**src/rtl/fifo_param.sv**
```systemverilog
// fifo_param -- parametrised single-clock synchronous FIFO.
//
// Buffers WIDTH-bit words between a producer and a consumer in the same clock
// domain. Storage is a DEPTH-entry register array addressed by wrapping write
// and read pointers. Occupancy lives in a dedicated count register, and every
// status flag is decoded from that count.
//
// Ports:
//   clk           rising-edge clock
//   rst           synchronous, active-high reset
//   wr_en         write request
//   wr_data       write data (WIDTH bits)
//   rd_en         read request
//   rd_data       registered read data; holds its value when no read occurs
//   rd_valid      high for one cycle when rd_data holds a newly popped word
//   full          count == DEPTH
//   empty         count == 0
//   almost_full   count >= AF_THRESH
//   almost_empty  count <= AE_THRESH
//   count         occupancy, 0..DEPTH ($clog2(DEPTH)+1 bits)
//   overflow      one-cycle pulse after a rejected write
//   underflow     one-cycle pulse after a rejected read
module fifo_param #(
  parameter int WIDTH     = 8,
  parameter int DEPTH     = 8,
  parameter int AF_THRESH = DEPTH - 2,
  parameter int AE_THRESH = 2,
  localparam int PW       = $clog2(DEPTH),
  localparam int CW       = PW + 1
) (
  input  logic             clk,
  input  logic             rst,
  input  logic             wr_en,
  input  logic [WIDTH-1:0] wr_data,
  input  logic             rd_en,
  output logic [WIDTH-1:0] rd_data,
  output logic             rd_valid,
  output logic             full,
  output logic             empty,
  output logic             almost_full,
  output logic             almost_empty,
  output logic [CW-1:0]    count,
  output logic             overflow,
  output logic             underflow
);

  // Elaboration-time parameter checks.
  generate
    if (WIDTH < 1) begin : g_bad_width
      $error("fifo_param: WIDTH must be >= 1");
    end
    if (DEPTH < 2 || (DEPTH & (DEPTH - 1)) != 0) begin : g_bad_depth
      $error("fifo_param: DEPTH must be a power of two >= 2");
    end
    if (AF_THRESH < 1 || AF_THRESH > DEPTH) begin : g_bad_af
      $error("fifo_param: AF_THRESH must be in 1..DEPTH");
    end
    if (AE_THRESH < 0 || AE_THRESH > DEPTH - 1) begin : g_bad_ae
      $error("fifo_param: AE_THRESH must be in 0..DEPTH-1");
    end
  endgenerate

  logic [WIDTH-1:0] mem [DEPTH];
  logic [PW-1:0]    wr_ptr;
  logic [PW-1:0]    rd_ptr;
  logic             wr_acc;
  logic             rd_acc;

  // A read is never accepted on an empty FIFO, even with a simultaneous
  // write, because there is no bypass path. A write into a full FIFO is
  // accepted when a read frees a slot in the same cycle.
  assign rd_acc = rd_en & ~empty;
  assign wr_acc = wr_en & (~full | rd_acc);

  // The flags are decoded from the registered count, so they describe the
  // state after the most recent edge.
  assign full         = (count == CW'(DEPTH));
  assign empty        = (count == '0);
  assign almost_full  = (count >= CW'(AF_THRESH));
  assign almost_empty = (count <= CW'(AE_THRESH));

  // The storage array is deliberately left out of reset. Reset empties the
  // FIFO through the pointers and count instead.
  always_ff @(posedge clk) begin
    if (!rst && wr_acc) begin
      mem[wr_ptr] <= wr_data;
    end
  end

  // The pointers wrap naturally from DEPTH-1 to 0 because DEPTH is a power
  // of two.
  always_ff @(posedge clk) begin
    if (rst) begin
      wr_ptr <= '0;
      rd_ptr <= '0;
    end else begin
      if (wr_acc) wr_ptr <= wr_ptr + PW'(1);
      if (rd_acc) rd_ptr <= rd_ptr + PW'(1);
    end
  end

  // Occupancy. A write and a read in the same cycle cancel out.
  always_ff @(posedge clk) begin
    if (rst) begin
      count <= '0;
    end else begin
      case ({wr_acc, rd_acc})
        2'b10:   count <= count + CW'(1);
        2'b01:   count <= count - CW'(1);
        default: count <= count;
      endcase
    end
  end

  // Read port: one-cycle latency, and rd_data holds between pops.
  always_ff @(posedge clk) begin
    if (rst) begin
      rd_data  <= '0;
      rd_valid <= 1'b0;
    end else begin
      rd_valid <= rd_acc;
      if (rd_acc) rd_data <= mem[rd_ptr];
    end
  end

  // Non-sticky error pulses for requests that were rejected.
  always_ff @(posedge clk) begin
    if (rst) begin
      overflow  <= 1'b0;
      underflow <= 1'b0;
    end else begin
      overflow  <= wr_en & ~wr_acc;
      underflow <= rd_en & ~rd_acc;
    end
  end

endmodule

```
**config.mk**
```make
export PLATFORM = sky130hd
export DESIGN_NAME = fifo_param
export DESIGN_NICKNAME = d
export VERILOG_FILES = /design/src/rtl/fifo_param.sv
export SDC_FILE = /design/constraint.sdc
export NUM_CORES = 1
export LEC_CHECK = 0
export CORE_UTILIZATION = 40
export CTS_CLUSTER_DIAMETER = 100
export DETAILED_ROUTE_END_ITERATION = 8
export SYNTH_ARGS = -nofsm -noshare
export SYNTH_HDL_FRONTEND = slang
export SYNTH_SLANG_ARGS = --single-unit
```
**constraint.sdc**
```tcl
create_clock -name clk -period 4.44 [get_ports clk]
set_clock_uncertainty 0.15 [all_clocks]
set_input_delay 0.888 -clock clk [delete_from_list [all_inputs] [get_ports clk]]
set_output_delay 0.888 -clock clk [all_outputs]
set_load 0.03 [all_outputs]
```
**Word-level counts from Yosys, hierarchy flattened**

Memory sizes are Yosys's and may differ from the RTL's. A register that Yosys moved wholly into a read port is not among the register bits.
Cells that the tools add are included.

- Logic and storage cells: 32
- Memories kept: 1
- Register bits after elaboration: 13
- Bits of input ports: 12
- RAM bits: 64

- Reduce and logical (&&, ||, !) cells: 4
- Add/sub/neg operators: 4
- Equality and inequality tests: 3
- Bitwise gates (word level): 9
- Muxes and demuxes: 3
- Order comparisons: 2

Memories:

| memory | depth | width | rd ports | clocked after memory_dff | write ports | RTL line | source |
|---|---|---|---|---|---|---|---|
| mem | 8 | 8 | 1 | 1 | 1 | 63 | `logic [WIDTH-1:0] mem [DEPTH];` |

Operators with widths:

| operator | count |
|---|---|
| $pmux 4 s2 | 1 |
| $add 3x1->3 const B | 2 |
| $add 4x1->4 const B | 1 |
| $and 1x1->1 | 4 |
| $eq 4x4->1 const B | 1 |
| $ge 4x3->1 const B | 1 |
| $le 4x2->1 const B | 1 |
| $logic_not 4->1 | 1 |
| $not 1->1 | 4 |
| $sub 4x1->4 const B | 1 |
| $eq 2x1->1 const B | 1 |
| $eq 2x2->1 const B | 1 |
| $mux 1 | 2 |
| $reduce_bool 2->1 | 1 |
| $logic_and 1x1->1 | 1 |
| $logic_not 1->1 | 1 |
| $or 1x1->1 | 1 |

**Depth between registers and ports, before layout**

- Depth after elaboration: 8
- Gate-level depth with buffers: 9
- Depth with buffers taken out: 8

**Worst setup path after synthesis**

Ideal clock, no wire load.

- Path kind: input-to-reg
- Start: input port wr_en
- End: memory mem[0][0], enable pin
- Setup slack: 1.600 ns
- Arrival time: 2.293 ns
- Setup time: 0.398 ns
- Cell stages on the path: 3
- Cells stage by stage: clkbuf_1 -> o21ai_4 -> nor4b_1

- Cells in the longest elaborated chain, start to end: 4

RTL lines:

| what | RTL line | source |
|---|---|---|
| start, declared | 33 | `input logic wr_en,` |
| $and 1x1->1 | 73 | `assign wr_acc = wr_en & (~full \| rd_acc);` |
| $logic_and 1x1->1 | 85 | `if (!rst && wr_acc) begin` |
| $mux 1 | 85 |  |
| $mux 1 (implied by the code) | 86 | `mem[wr_ptr] <= wr_data;` |
| end, declared | 63 |  |

No other way between the ends.

**Worst setup path after layout**

- Start: register count[3]
- End: output port full

- Cells in the longest elaborated chain, start to end: 1

RTL lines:

| what | RTL line | source |
|---|---|---|
| start, declared | 42 | `output logic [CW-1:0] count,` |
| start signal, assigned | 108 | `2'b10: count <= count + CW'(1);` |
| start signal, assigned | 109 | `2'b01: count <= count - CW'(1);` |
| start signal, assigned | 110 | `default: count <= count;` |
| $eq 4x4->1 | 77 | `assign full = (count == CW'(DEPTH));` |
| end, declared | 38 | `output logic full,` |

No other way between the ends.

==> flow_metrics.env <==
export IMPL_multi_input_area_mm2=0.00102
export IMPL_dr_wl_met3_um=149
export IMPL_cp_arrival_ps=2190
export IMPL_cts_hold_fix_buffers=0
export IMPL_endpoint_kind="output pin"
export IMPL_crit_required_ps=3400
export IMPL_fin_crit_sh=0.727
export IMPL_netlist_area_leader_share=0.555
export IMPL_detail_route_antenna_nets=0
export IMPL_grt_pass1_wl_mm=9.92
export IMPL_cts_sinks=85
export IMPL_grt_pass1_vias=1781
export IMPL_fin_crit_ps=3230
export IMPL_final_cells=353
export IMPL_hold_class="reg2reg"
export IMPL_maxSlewViolCount=0
export IMPL_nets=260
export IMPL_worst_pin_slew_ps=1010
export IMPL_grt_overflow_total=0
export IMPL_dpl_worst_slack_ps=964
export IMPL_clock_path_buffers=2
export IMPL_setup_tns_final_ps=0
export IMPL_first_pass_iters=4
export IMPL_drv_cap=0
export IMPL_die_x_um=95.1
export IMPL_hold_worst_slack_ps=352
export IMPL_fillers=705
export IMPL_synthTopCellsByArea="edfxtp_1 55%, dfxtp_1 12%, mux4_2 10%"
export IMPL_rrSetupSlack_ps=1890
export IMPL_synth_most_common_cell="edfxtp_1"
export IMPL_viasPerCell=5.15
export IMPL_cts_htree_levels=3
export IMPL_dr_wl_met2_mm=2.88
export IMPL_path_class="reg2out"
export IMPL_grt_max_degree=27
export IMPL_postSynthCellCount=211
export IMPL_place_inst=337
export IMPL_p_leak_uw=0.00136
export IMPL_async_reset_ff_frac=0
export IMPL_setup_violations=0
export IMPL_antenna_cells=0
export IMPL_setup_ws_ps=1210
export IMPL_wirelength_mm=6.21
export IMPL_die_h_um=95.1
export IMPL_worst_path_max_fanout=10
export IMPL_synth_common_cells="64 x edfxtp_1, 23 x nor2_1, 21 x dfxtp_1, 16 x mux4_2"
export IMPL_ir_drop_uv=170
export IMPL_ys_warnings_count=0
export IMPL_cts_tree="done"
export IMPL_synth_top_flop_cell="edfxtp_1"
export IMPL_pin_count=31
export IMPL_rsz0062_at_grt="no"
export IMPL_drive_gt1_frac=0.185
export IMPL_synth_edf_count=64
export IMPL_synth_area_per_cell_um2=16.4
export IMPL_cts_buffers=9
export IMPL_vias=1818
export IMPL_maxSlewHeadroom=0.329
export IMPL_status="completed"
export IMPL_start_kind="flip-flop"
export IMPL_post_cts_setup_buffers=0
export IMPL_seq_area_frac_synth=0.676
export IMPL_utilization=0.495
export IMPL_cts_resized=0
export IMPL_fp_row_count=33
export IMPL_grt_usage=0.160
export IMPL_area_delta_synth_final_pct=18.6
export IMPL_routedLengthMet1_mm=3.07
export IMPL_dieArea_mm2=0.00903
export IMPL_drt_iter0_drc=75
export IMPL_start_util=0.417
export IMPL_hold_violations=0
export IMPL_clkLatencyLatePin_ps=350
export IMPL_io_buffers=30
export IMPL_power_density_mw_per_mm2=581
export IMPL_netlist_area_mm2=0.00346
export IMPL_gp_congestion=0.676
export IMPL_ys_ff_latch=85
export IMPL_synth_nets=228
export IMPL_ys_types=36
export IMPL_cts_root_buf="clkbuf_8"
export IMPL_dpl_hpwl_mm=3.92
export IMPL_drc=0
export IMPL_routedWlPerCell_um=17.6
export IMPL_maxUsedRoutingLayer="met4"
export IMPL_clk_pin_slew_ps=80
export IMPL_synth_top_cell_by_area="edfxtp_1"
export IMPL_fp_coreArea_mm2=0.00830
export IMPL_antenna_found_initial=0
export IMPL_regArea_mm2=0.00234
export IMPL_max_freq_mhz=310
==> registers in the layout (all words and copies together), names as in the netlist <==
signal,cells
count,4
mem,64
rd_valid,1
overflow,1
rd_data,8
wr_ptr,3
underflow,1
rd_ptr,3
==> metal layers <==
metal  global-route usage  vias up
li1                     -      870
met1                0.227      915
met2                0.230       26
met3               0.0295        7
met4               0.0909        0
met5                    0        -
==> worst max-delay path, stage by stage, from the launching register on <==
cell and delay, ps:
dfxtp_1 530, or4b_4 570, inv_1 80, clkdlybuf4s50_1 660
==> layout make-up <==
cell class,count,area share
tap,105,0.0320
clock inverter,6,0.0271
clock buffer,10,0.0311
inverter,4,0.00365
sequential,85,0.570
timing repair buffer,38,0.0877
multi-input combinational,105,0.248
==> power breakdown <==
group          switching [uW]  internal (uW)
registers                 124            924
clock network             266            374
logic                     348            349
total                     739           1650
==> final timing paths <==
check	from	cells past startpoint	endpoint
worst min-delay path	rd_data[2]$_SDFFE_PP0P_	2	rd_data[2]$_SDFFE_PP0P_
worst max register to register	count[2]$_SDFFE_PP0P_	8	count[3]$_SDFFE_PP0P_
worst max-delay path	count[3]$_SDFFE_PP0P_	3	full
worst min register to register	rd_data[2]$_SDFFE_PP0P_	2	rd_data[2]$_SDFFE_PP0P_
==> metrics by stage <==
stage | total power [uW] | instance area, um2
after detailed placement | 1780 | 3870
after floorplan | 1560 | 3460
after global routing | 2510 | 4110
final | 2390 | 4110
after global placement | 1770 | 3870
after CTS | 2420 | 4110
==> layout by cell type, fill, tap and decap left out, drive strengths merged, types with 2 or more instances in the layout <==
cell type      instances
o21ai                  2
buf                    8
a211oi                11
dfxtp                 21
o211ai                 3
clkbuf                10
nor3                   4
xor2                   3
nor4                   2
nand2                  6
ha                     4
inv                    4
mux4                  16
edfxtp                64
xnor2                  4
nor2                  23
clkinv                 2
nor4b                  2
a21oi                  3
clkdlybuf4s50         30
bufinv                 3
mux2i                 10
a21o                   2
==> cell families after synthesis <==
group                    synth area share
adder cells (fa/ha/maj)            0.0202
XOR/XNOR                           0.0177
AND/OR/NAND/NOR                    0.0582
multiplexers                        0.136
flip-flops                          0.676
AO/OA/AOI/OAI                      0.0589
buffers and inverters              0.0325
Note: power is estimated with default switching activity, not from simulation.
